File: src/rtl/timer_multi.sv
// Multi-channel down-counter timer: per-channel one-shot/periodic reload,
// registered expiry trigger and sticky interrupt, shared load port.
module timer_multi #(
  parameter int unsigned WIDTH    = 5,
  parameter int unsigned CHANNELS = 4,
  parameter int unsigned CH_BITS  = 2
) (
  input  logic                        clk,
  input  logic                        reset,
  input  logic [CHANNELS-1:0]         enable,
  input  logic                        wr_valid,
  input  logic [CH_BITS-1:0]          wr_ch,
  input  logic [WIDTH-1:0]            wr_value,
  input  logic                        wr_periodic,
  input  logic [CHANNELS-1:0]         irq_clear,
  output logic [CHANNELS-1:0]         trigger,
  output logic [CHANNELS-1:0]         irq,
  output logic [CHANNELS-1:0]         busy,
  output logic [CHANNELS*WIDTH-1:0]   count_flat
);

  typedef enum logic [1:0] {
    IDLE    = 2'd0,
    RUN     = 2'd1,
    EXPIRED = 2'd2
  } state_t;

  state_t              state_q  [CHANNELS];
  state_t              state_d  [CHANNELS];
  logic [WIDTH-1:0]    count_q  [CHANNELS];
  logic [WIDTH-1:0]    count_d  [CHANNELS];
  logic [WIDTH-1:0]    reload_q [CHANNELS];
  logic [WIDTH-1:0]    reload_d [CHANNELS];
  logic [CHANNELS-1:0] periodic_q, periodic_d;
  logic [CHANNELS-1:0] trigger_q, trigger_d;
  logic [CHANNELS-1:0] irq_q, irq_d;
  logic [CHANNELS-1:0] wr_hit;

  // Addresses at or beyond CHANNELS match no channel, so such writes vanish.
  always_comb begin
    wr_hit = '0;
    for (int unsigned i = 0; i < CHANNELS; i++) begin
      wr_hit[i] = wr_valid && (32'(wr_ch) == i);
    end
  end

  always_comb begin
    periodic_d = periodic_q;
    trigger_d  = '0;
    irq_d      = irq_q & ~irq_clear;
    for (int unsigned i = 0; i < CHANNELS; i++) begin
      state_d[i]  = state_q[i];
      count_d[i]  = count_q[i];
      reload_d[i] = reload_q[i];
      if (wr_hit[i]) begin
        count_d[i]    = wr_value;
        reload_d[i]   = wr_value;
        periodic_d[i] = wr_periodic;
        state_d[i]    = (wr_value != '0) ? RUN : IDLE;
      end else if (state_q[i] == RUN && enable[i]) begin
        if (count_q[i] > WIDTH'(1)) begin
          count_d[i] = count_q[i] - WIDTH'(1);
        end else begin
          // Expiry: set of irq overrides a same-cycle clear.
          trigger_d[i] = 1'b1;
          irq_d[i]     = 1'b1;
          if (periodic_q[i]) begin
            count_d[i] = reload_q[i];
          end else begin
            count_d[i] = '0;
            state_d[i] = EXPIRED;
          end
        end
      end
    end
  end

  always_ff @(posedge clk or posedge reset) begin
    if (reset) begin
      periodic_q <= '0;
      trigger_q  <= '0;
      irq_q      <= '0;
      for (int unsigned i = 0; i < CHANNELS; i++) begin
        state_q[i]  <= IDLE;
        count_q[i]  <= '0;
        reload_q[i] <= '0;
      end
    end else begin
      periodic_q <= periodic_d;
      trigger_q  <= trigger_d;
      irq_q      <= irq_d;
      for (int unsigned i = 0; i < CHANNELS; i++) begin
        state_q[i]  <= state_d[i];
        count_q[i]  <= count_d[i];
        reload_q[i] <= reload_d[i];
      end
    end
  end

  always_comb begin
    busy       = '0;
    count_flat = '0;
    for (int unsigned i = 0; i < CHANNELS; i++) begin
      busy[i]                       = (state_q[i] == RUN);
      count_flat[i*WIDTH +: WIDTH]  = count_q[i];
    end
  end

  assign trigger = trigger_q;
  assign irq     = irq_q;

endmodule

File: config.mk
export PLATFORM = sky130hd
export DESIGN_NAME = timer_multi
export DESIGN_NICKNAME = d
export VERILOG_FILES = /design/src/rtl/timer_multi.sv
export SDC_FILE = /design/constraint.sdc
export NUM_CORES = 1
export LEC_CHECK = 0
export CAP_MARGIN = 25
export CORE_MARGIN = 2
export CORE_UTILIZATION = 48
export CTS_CLUSTER_DIAMETER = 40
export DETAILED_ROUTE_END_ITERATION = 10
export GPL_TIMING_DRIVEN = 1
export HOLD_SLACK_MARGIN = 0.15
export PLACE_DENSITY = 0.83
export RECOVER_POWER = 100
export SETUP_SLACK_MARGIN = 0.1
export SLEW_MARGIN = 30
export SYNTH_ARGS = -nofsm -noshare
export SYNTH_HDL_FRONTEND = slang
export SYNTH_SLANG_ARGS = --single-unit
File: constraint.sdc
create_clock -name clk -period 2 [get_ports clk]
set_clock_uncertainty 0.05 [all_clocks]
set_input_delay 0.4 -clock clk [delete_from_list [all_inputs] [get_ports clk]]
set_output_delay 0.4 -clock clk [all_outputs]
set_load 0.05 [all_outputs]
* After elaboration in Yosys (flattened, before gate mapping)
Index checks and enable logic that the tools add are counted.
** Word-level totals
- Bits in registers :: 60
- Input bits :: 19
- Logic and storage cells :: 118
- Output and inout port bits :: 32
** Cells by class
- Mux-type cells :: 57
- Reductions and logical operators :: 18
- Magnitude comparators :: 4
- Equality and inequality tests :: 15
- Bitwise logic cells :: 2
- Add/subtract/negate cells :: 4
** Operator list (number)
- 5-bit 2-to-1 mux :: 16
- 2-bit 2-to-1 mux :: 16
- 1-bit 2-to-1 mux :: 25
- 5-bit by 1-bit greater-than comparator with 1-bit output, second input constant :: 4
- 5-bit by 1-bit subtractor with 5-bit output, second input constant :: 4
- 3-bit AND reduction :: 4
- 2-bit by 1-bit == test with 1-bit output, second input constant :: 5
- 1-bit logical AND :: 8
- 2-bit by 1-bit != test with 1-bit output, second input constant :: 4
- 2-bit != test, second input constant :: 4
- 2-bit nonzero test :: 4
- 5-bit nonzero test :: 1
- 4-bit bitwise AND :: 1
- 2-bit == test, second input constant :: 2
- 4-bit NOT :: 1
- 2-bit logical NOT :: 1

* Logic depth before layout (Yosys ltp)
Gate-level depths: netlist (run 1).
- Depth in word-level cells :: 5
- Mapped depth :: 6

* Worst setup path before layout (run 1)
OpenSTA, ideal clock, no wires.
- Kind :: reg2reg
- Start :: register count_q (netlist bit count_flat[1])
- End :: register count_q (netlist bit count_flat[1])
- Stages on the path, launching flop included :: 7
- Clock period less this slack :: 2076 ps
- Arrival :: 1905 ps
- Path buffers :: 0
- Setup slack :: -76 ps
- Cell sequence :: dfrtp_1 -> inv_1 -> ha_1 -> o21bai_1 -> and2_1 -> a311o_1 -> a22o_1
** On the way
- Longest elaborated chain between the ends :: 4
** RTL lines
- from (decl) :: RTL line 30 : logic [WIDTH-1:0] count_q [CHANNELS];
- from (signal, indexed assignment) :: RTL line 94 : count_q[i] <= count_d[i];
- 5-bit by 1-bit subtractor with 5-bit output / 5-bit by 1-bit greater-than comparator with 1-bit output (equally long branches) :: RTL line 62, 61
- 5-bit 2-to-1 mux * :: RTL line 61 : if (count_q[i] > WIDTH'(1)) begin
- 5-bit 2-to-1 mux * :: RTL line 60 : end else if (state_q[i] == RUN && enable[i]) begin
- 5-bit 2-to-1 mux * :: RTL line 55 : if (wr_hit[i]) begin
Every way passes the cells marked *; elsewhere a longest branch is shown, timed or not. The select of a mux whose other input is x is not followed.
A chain may end at the register's enable or synchronous reset.

* Final worst setup path (run 1)
Ends and elaborated chain as after synthesis.

==> results of run 1 <==
[worst min-delay path: stages, from the launching register on]
cell and delay, ns:
sky130_fd_sc_hd__dfrtp_1 0.34, sky130_fd_sc_hd__nand2_1 0.05, sky130_fd_sc_hd__nand2_1 0.05
[through the flow]
stage                     power, mW  hold slack, ns
after floorplan                3.99           0.395
after global placement         4.82           0.408
after detailed placement       4.90           0.413
after CTS                      5.92           0.300
after global routing           6.09           0.452
final                          5.71           0.430
[registers in the layout, indices dropped and copies added (netlist names)]
signal      count
state_q         8
reload_q       20
periodic_q      4
count_flat     20
irq             4
trigger         4
[kinds of logic (layout without fill, tap and decap cells)]
kind of cell    Yosys count  after routing  synth area share (%)
simple gates            161            161                  25.3
compound gates           79             79                  16.7
fa+ha+maj                 8              8                  3.24
xor+xnor                  3              3                 0.850
mux                       5              5                  1.70
buf+inv                  30            100                  3.68
flops                    60             60                  48.6
[power breakdown]
part           internal, mW  switching [mW]
sequential             1.57           0.419
combinational         0.845            1.84
clock                 0.549           0.491
[routing by layer]
| layer | up-vias | global-route usage [%] | part of all wire, % |
|---|---|---|---|
| li1 | 1349 | - | - |
| met1 | 1366 | 31.1 | 43 |
| met2 | 93 | 36.1 | 49 |
| met3 | 15 | 4.92 | 5.9 |
| met4 | 0 | 10.4 | 2.3 |
| met5 | - | 0 | 0 |
[repair_timing]
action                                  in CTS  in global routing
pin swaps                                    0                  0
endpoints found under the setup margin      10                  2
gates resized for setup                     10                  2
[worst max path at each step]
stage               endpoint  cells after the start          start  slack, ns
2_1_floorplan  count_flat[1]                      5  count_flat[0]       0.03
3_3_place_gp   count_flat[3]                      5       wr_valid      -0.04
3_5_place_dp   count_flat[3]                      5       wr_ch[0]     -0.003
4_1_cts        count_flat[1]                      6  count_flat[1]       0.17
5_1_grt        count_flat[6]                      6       wr_ch[0]       0.06
6_report       count_flat[1]                      6  count_flat[1]       0.17
[layout make-up]
cell class | count | area (sq um)
timing repair buffer | 71 | 497
clock inverter | 3 | 20.0
clock buffer | 13 | 169
fill | 559 | 2460
tap | 77 | 96.3
sequential | 60 | 1510
multi-input combinational | 256 | 1480
inverter | 13 | 50.0
[cells in the final DEF, fill, tap and decap left out, types with 5 or more instances in the layout]
cell,instances
sky130_fd_sc_hd__nand2_1,85
sky130_fd_sc_hd__dfrtp_1,57
sky130_fd_sc_hd__clkbuf_1,24
sky130_fd_sc_hd__a21oi_1,21
sky130_fd_sc_hd__clkdlybuf4s50_1,17
sky130_fd_sc_hd__buf_4,16
sky130_fd_sc_hd__nor2_1,14
sky130_fd_sc_hd__inv_1,12
sky130_fd_sc_hd__clkbuf_8,12
sky130_fd_sc_hd__nand3_1,11
sky130_fd_sc_hd__o21ai_0,11
sky130_fd_sc_hd__dlygate4sd2_1,10
sky130_fd_sc_hd__o22ai_1,8
sky130_fd_sc_hd__ha_1,8
sky130_fd_sc_hd__nor2b_1,7
sky130_fd_sc_hd__nand4_1,6
sky130_fd_sc_hd__nand3b_1,5
sky130_fd_sc_hd__nor3b_1,5
==> flow_summary_export.csv, run 1 <==
group,metric,value,unit
worst_setup_path,worstRegToRegCells,6,
logic_synthesis,synth.cell_area,3090,sq um
worst_setup_path,crit_buf_inv,1,
min_path,whs_path_depth,2,
run_status,run_status,"completed",
finish,layout.cell_area.non_filler,3810,sq um
sta,maxSlewViolCount,0,
routing,ant_nets,0,
finish,finish.utilization,60.7,%
global_routing,overflow,0,
floorplanning,core_area,6280,sq um
floorplanning,boundaryPins,51,
logic_synthesis,synth_cell_type_count,46,
clock_network,cts_setup_buffers,0,
routing,remaining_drc_errors,0,
sta,finalHoldViolCount,0,
min_path,hold_class,"flip-flop to flip-flop",
sta,achievable-frequency,547,MHz
global_routing,first_global_vias,2701,
worst_setup_path,critPathArrivalTime,2.02,ns
logic_synthesis,asyncSetResetFlopFracSynth,100,%
floorplanning,initial_utilization,49.3,%
finish,design.final.nets,438,
routing,violation_count_after_the_first_detailed_routing_iteration,166,
finish,antenna_cells,0,
clock_network,cts_max_level,3,
finish,fin_cells,493,
clock_network,clock_path_buffers,2,
logic_synthesis,ys_seq_elements,60,
logic_synthesis,synth_top_flop_cell,"sky130_fd_sc_hd__dfrtp_1",
worst_setup_path,cp_slowest_cell,"sky130_fd_sc_hd__dfrtp_2",
floorplanning,die_w,84.3,um
min_path,min-delay-start,"reload_q[16]",
clock_network,worstSkewPairLatency,0.35,ns
global_routing,number_of_antenna_violations_at_the_first_check_in_global_routing,0,
sta,final_min_period_over_clock_period,91.5,%
worst_setup_path,critPathCaptureType,"flip-flop",
worst_setup_path,worst-r2r-setup-slack,0.17,ns
flow_run,maxCapViolCount,0,
clock_network,number_of_buffers_added_to_fix_hold_violations_after_cts,0,
worst_setup_path,startpoint_type,"flip-flop",
logic_synthesis,yosysSeqAreaShare,48.6,%
clock_network,cts_tree,"built",
logic_synthesis,mappedNetlistNets,373,
placement,dp_slack,-0.00267,ns
sta,setup_slack,0.170,ns
routing,post_drt_via_cell_ratio,5.73,
sta,setup-tns-final,0,ns
placement,placement.io_buffers,50,
routing,wire_per_inst,15.5,um
power_and_ir_drop,power_per_cell_area,1500,nW/um^2
clock_network,total_clock_buffers_created_by_cts,9,
finish,drive_gt1_share,11.5,%
placement,placed_area,3750,sq um
power_and_ir_drop,p_leak,1.80,nW
clock_network,clkSinkCount,60,
worst_setup_path,worst_r2r_startpoint,"count_flat[1]",
logic_synthesis,yosysTopAreaCellShare,48.6,%
sta,setup_viol_count_final,0,
clock_network,cts.reportedPaths.clkPinSlew,0.07,ns
clock_network,clock_tree.root_cell,"sky130_fd_sc_hd__clkbuf_8",
placement,placed_cells,477,
sta,slew_headroom,54.6,%
routing,vias,2823,
routing,routed_wl,7630,um
floorplanning,row_count,29,
worst_setup_path,timing.setup.critical_path_class,"flip-flop to flip-flop",
worst_setup_path,worst-endpoint-required,2.19,ns
worst_setup_path,cp_max_fo,6,
floorplanning,die-height,84.3,um
placement,detailed_place_hpwl,5450,um
worst_setup_path,crit_path_cell_trace,"inv_1, ha_1, o21bai_1, and2_2, a311o_1, a22o_1",
finish,flow.area_growth_from_synthesis,23.3,%
logic_synthesis,yosys.area.top_type,"sky130_fd_sc_hd__dfrtp_1",
logic_synthesis,synth.yosys.warnings,0,
logic_synthesis,synth_area_leaders,"sky130_fd_sc_hd__dfrtp_1 49%, sky130_fd_sc_hd__nand2_1 10%, sky130_fd_sc_hd__a21oi_1 3.4%, sky130_fd_sc_hd__ha_1 3.2%, sky130_fd_sc_hd__clkbuf_1 1.9%",
sta,period_minus_slack,1.83,ns
worst_setup_path,path_delay_family,"compound AO/OA/AOI/OAI gates",
sta,tightestPinTransition,0.681,ns
placement,gp_congestion,0.886,
global_routing,grt_max_degree,51,
floorplanning,design.die.area,7100,sq um
logic_synthesis,synth_commonest_cells,"85 x sky130_fd_sc_hd__nand2_1, 60 x sky130_fd_sc_hd__dfrtp_1, 21 x sky130_fd_sc_hd__a21oi_1",
global_routing,track_usage,23.1,%
logic_synthesis,post_synth_inst_count,346,
logic_synthesis,yosysMostFrequentCell,"sky130_fd_sc_hd__nand2_1",
min_path,whs_endpoint,"reload_q[16]",
routing,drtPass1Iterations,5,
sta,rsz0062_at_grt,"true",
logic_synthesis,edff_count_synth,0,
global_routing,wire_length_of_the_first_global_routing_pass,13000,um
logic_synthesis,synth_area_per_cell,8.94,sq um
power_and_ir_drop,worst_ir_drop_vdd,0.728,mV
worst_setup_path,critical_path.max_stage_delay,0.38,ns
worst_setup_path,critical_path.reg2reg.endpoint,"count_flat[1]",
Power figures use the tool's default switching activity.
==> run 2: changes to the inputs <==
Settings changed: CORE_UTILIZATION 48 to 55, PLACE_DENSITY 0.83 to 0.89, REMOVE_ABC_BUFFERS set to 1.
Clock period 2 ns to 2.19 ns, I/O delays scaled along.
==> run 2 against run 1 <==
  * Count of clock-buffer cells in the layout shrank 2
  * Worst setup slack worse by 0.047 ns
  * Register-to-register slack better by 0.14 ns
  * Sequential power down 8%
  * First-iteration DRC count increased by 23%
  * Critical endpoint is now count_flat[1]
  * Highest routed layer unchanged
  * Largest power group unchanged
  * Non-clock buffer count down 3
  * Utilization increased by 9.3 points
  * Total power shrank 9.1%
  * Critical path type is now flip-flop to output pin
  * Sequential share of layout area down 0.29 points
==> flow_summary_export.csv, run 2 (synthesis results as in run 1) <==
group,metric,value,unit
finish,design.final.nets,435,
worst_setup_path,critPathArrivalTime,1.58,ns
clock_network,cts.reportedPaths.clkPinSlew,0.07,ns
placement,placed_cells,469,
finish,drive_gt1_share,9.20,%
power_and_ir_drop,power_per_cell_area,1360,nW/um^2
power_and_ir_drop,worst_ir_drop_vdd,0.842,mV
global_routing,overflow,0,
placement,placement.io_buffers,50,
worst_setup_path,path_delay_family,"buffers and inverters",
worst_setup_path,timing.critical_path.depth,1,
clock_network,clock_path_buffers,2,
min_path,hold_class,"flip-flop to flip-flop",
routing,violation_count_after_the_first_detailed_routing_iteration,204,
worst_setup_path,crit_path_cell_trace,"clkdlybuf4s50_1",
worst_setup_path,critPathLaunch,"count_flat[1]",
sta,finalHoldViolCount,0,
global_routing,track_usage,26.7,%
flow_run,maxCapViolCount,0,
worst_setup_path,critical_path.max_stage_delay,0.83,ns
sta,setup_viol_count_final,0,
placement,gp_congestion,0.916,
global_routing,grt_max_degree,28,
sta,maxSlewViolCount,0,
min_path,whs_path_depth,2,
worst_setup_path,critPathCaptureType,"output pin",
finish,most-common-layout-cells,"85 x sky130_fd_sc_hd__nand2_1, 60 x sky130_fd_sc_hd__dfrtp_1, 21 x sky130_fd_sc_hd__a21oi_1, 17 x sky130_fd_sc_hd__clkdlybuf4s50_1, 15 x sky130_fd_sc_hd__dlygate4sd2_1",
worst_setup_path,cp_slowest_cell,"sky130_fd_sc_hd__clkdlybuf4s50_1",
power_and_ir_drop,p_leak,1.83,nW
floorplanning,die-height,79.0,um
run_status,run_status,"completed",
finish,antenna_cells,0,
placement,dp_slack,0.115,ns
clock_network,cts_tree,"built",
clock_network,number_of_buffers_added_to_fix_hold_violations_after_cts,0,
routing,drtPass1Iterations,7,
min_path,min-delay-start,"reload_q[7]",
worst_setup_path,crit_buf_inv,1,
floorplanning,boundaryPins,51,
floorplanning,core_area,5470,sq um
sta,final_min_period_over_clock_period,94.4,%
worst_setup_path,worst_r2r_startpoint,"count_flat[1]",
worst_setup_path,timing.setup.critical_path_class,"flip-flop to output pin",
floorplanning,die_w,79.0,um
routing,wire_per_inst,16.3,um
global_routing,number_of_antenna_violations_at_the_first_check_in_global_routing,0,
sta,slew_headroom,48.6,%
routing,ant_nets,0,
clock_network,clkSinkCount,60,
sta,rsz0062_at_grt,"false",
sta,tightestPinTransition,0.771,ns
global_routing,wire_length_of_the_first_global_routing_pass,12800,um
floorplanning,design.die.area,6240,sq um
clock_network,clock_tree.root_cell,"sky130_fd_sc_hd__clkbuf_8",
sta,period_minus_slack,2.07,ns
clock_network,worstSkewPairLatency,0.34,ns
sta,setup-tns-final,0,ns
worst_setup_path,cp_max_fo,4,
worst_setup_path,worst-endpoint-required,1.70,ns
finish,flow.area_growth_from_synthesis,23.9,%
clock_network,total_clock_buffers_created_by_cts,9,
floorplanning,row_count,27,
global_routing,first_global_vias,2680,
floorplanning,initial_utilization,56.5,%
worst_setup_path,worstRegToRegCells,6,
sta,whs,0.425,ns
routing,routed_wl,7880,um
worst_setup_path,startpoint_type,"flip-flop",
sta,achievable-frequency,484,MHz
routing,vias,2894,
routing,remaining_drc_errors,0,
placement,detailed_place_hpwl,5550,um
sta,setup_slack,0.123,ns
finish,layout.cells.most_common,"sky130_fd_sc_hd__nand2_1",
finish,fin_cells,485,
clock_network,cts_max_level,3,
routing,post_drt_via_cell_ratio,5.97,
run 2: cell count changes in the layout (fill, tap and decap cells not counted), sizes merged:
| cell | change |
|---|---|
| buf | -5 |
| clkbuf | -14 |
| inv | +1 |
| dlygate4sd3 | +9 |
| clkinvlp | -2 |
| dlygate4sd2 | +5 |
| clkinv | +3 |
run 2: power breakdown:
part / switching [mW] / internal (mW) / leakage [nW] / total (mW)
registers: 0.399 / 1.43 / 0.751 / 1.83
clock network: 0.432 / 0.433 / 0.0889 / 0.865
logic: 1.69 / 0.811 / 0.994 / 2.50
total: 2.52 / 2.67 / 1.83 / 5.19
run 2: path summary, 6_finish.rpt:
| path | end | slack [ns] |
|---|---|---|
| worst max-delay path | count_flat[1] | 0.12 |
| worst min-delay path | reload_q[7] | 0.43 |
| worst max register to register | count_flat[1] | 0.31 |
| worst min register to register | reload_q[7] | 0.43 |
| max in group asynchronous | reload_q[5] | 0.34 |
| min in group asynchronous | state_q[5] | 0.62 |
run 2: stage by stage:
stage	utilization [%]	power [mW]	cell area (sq um)
2_1_floorplan	-	3.62	3030
3_3_place_gp	68.7	4.41	3760
3_5_place_dp	68.7	4.50	3760
4_1_cts	71.4	5.28	3910
5_1_grt	70.0	5.48	3830
6_report	70.0	5.19	3830
run 2: what timing repair did:
| item | CTS | global route |
|---|---|---|
| buffers inserted | 0 | 0 |
| endpoints found under the setup margin | 15 | 6 |
| gates resized for setup | 15 | 6 |
run 2: routing by layer:
layer	global-route usage, %	vias up	share of wire (%)
met5	0	-	0
met1	35.6	1356	41
met4	10.3	0	3.1
met2	42.5	165	47
li1	-	1341	-
met3	6.14	32	8.4
run 2: cell type report:
cell class,count,area [sq um]
well taps,72,90.1
inverters,13,48.8
flip-flops and latches,60,1500
multi-input cells,256,1480
fillers,434,1640
clock inverters,5,27.5
clock buffers,11,141
repair buffers,68,546
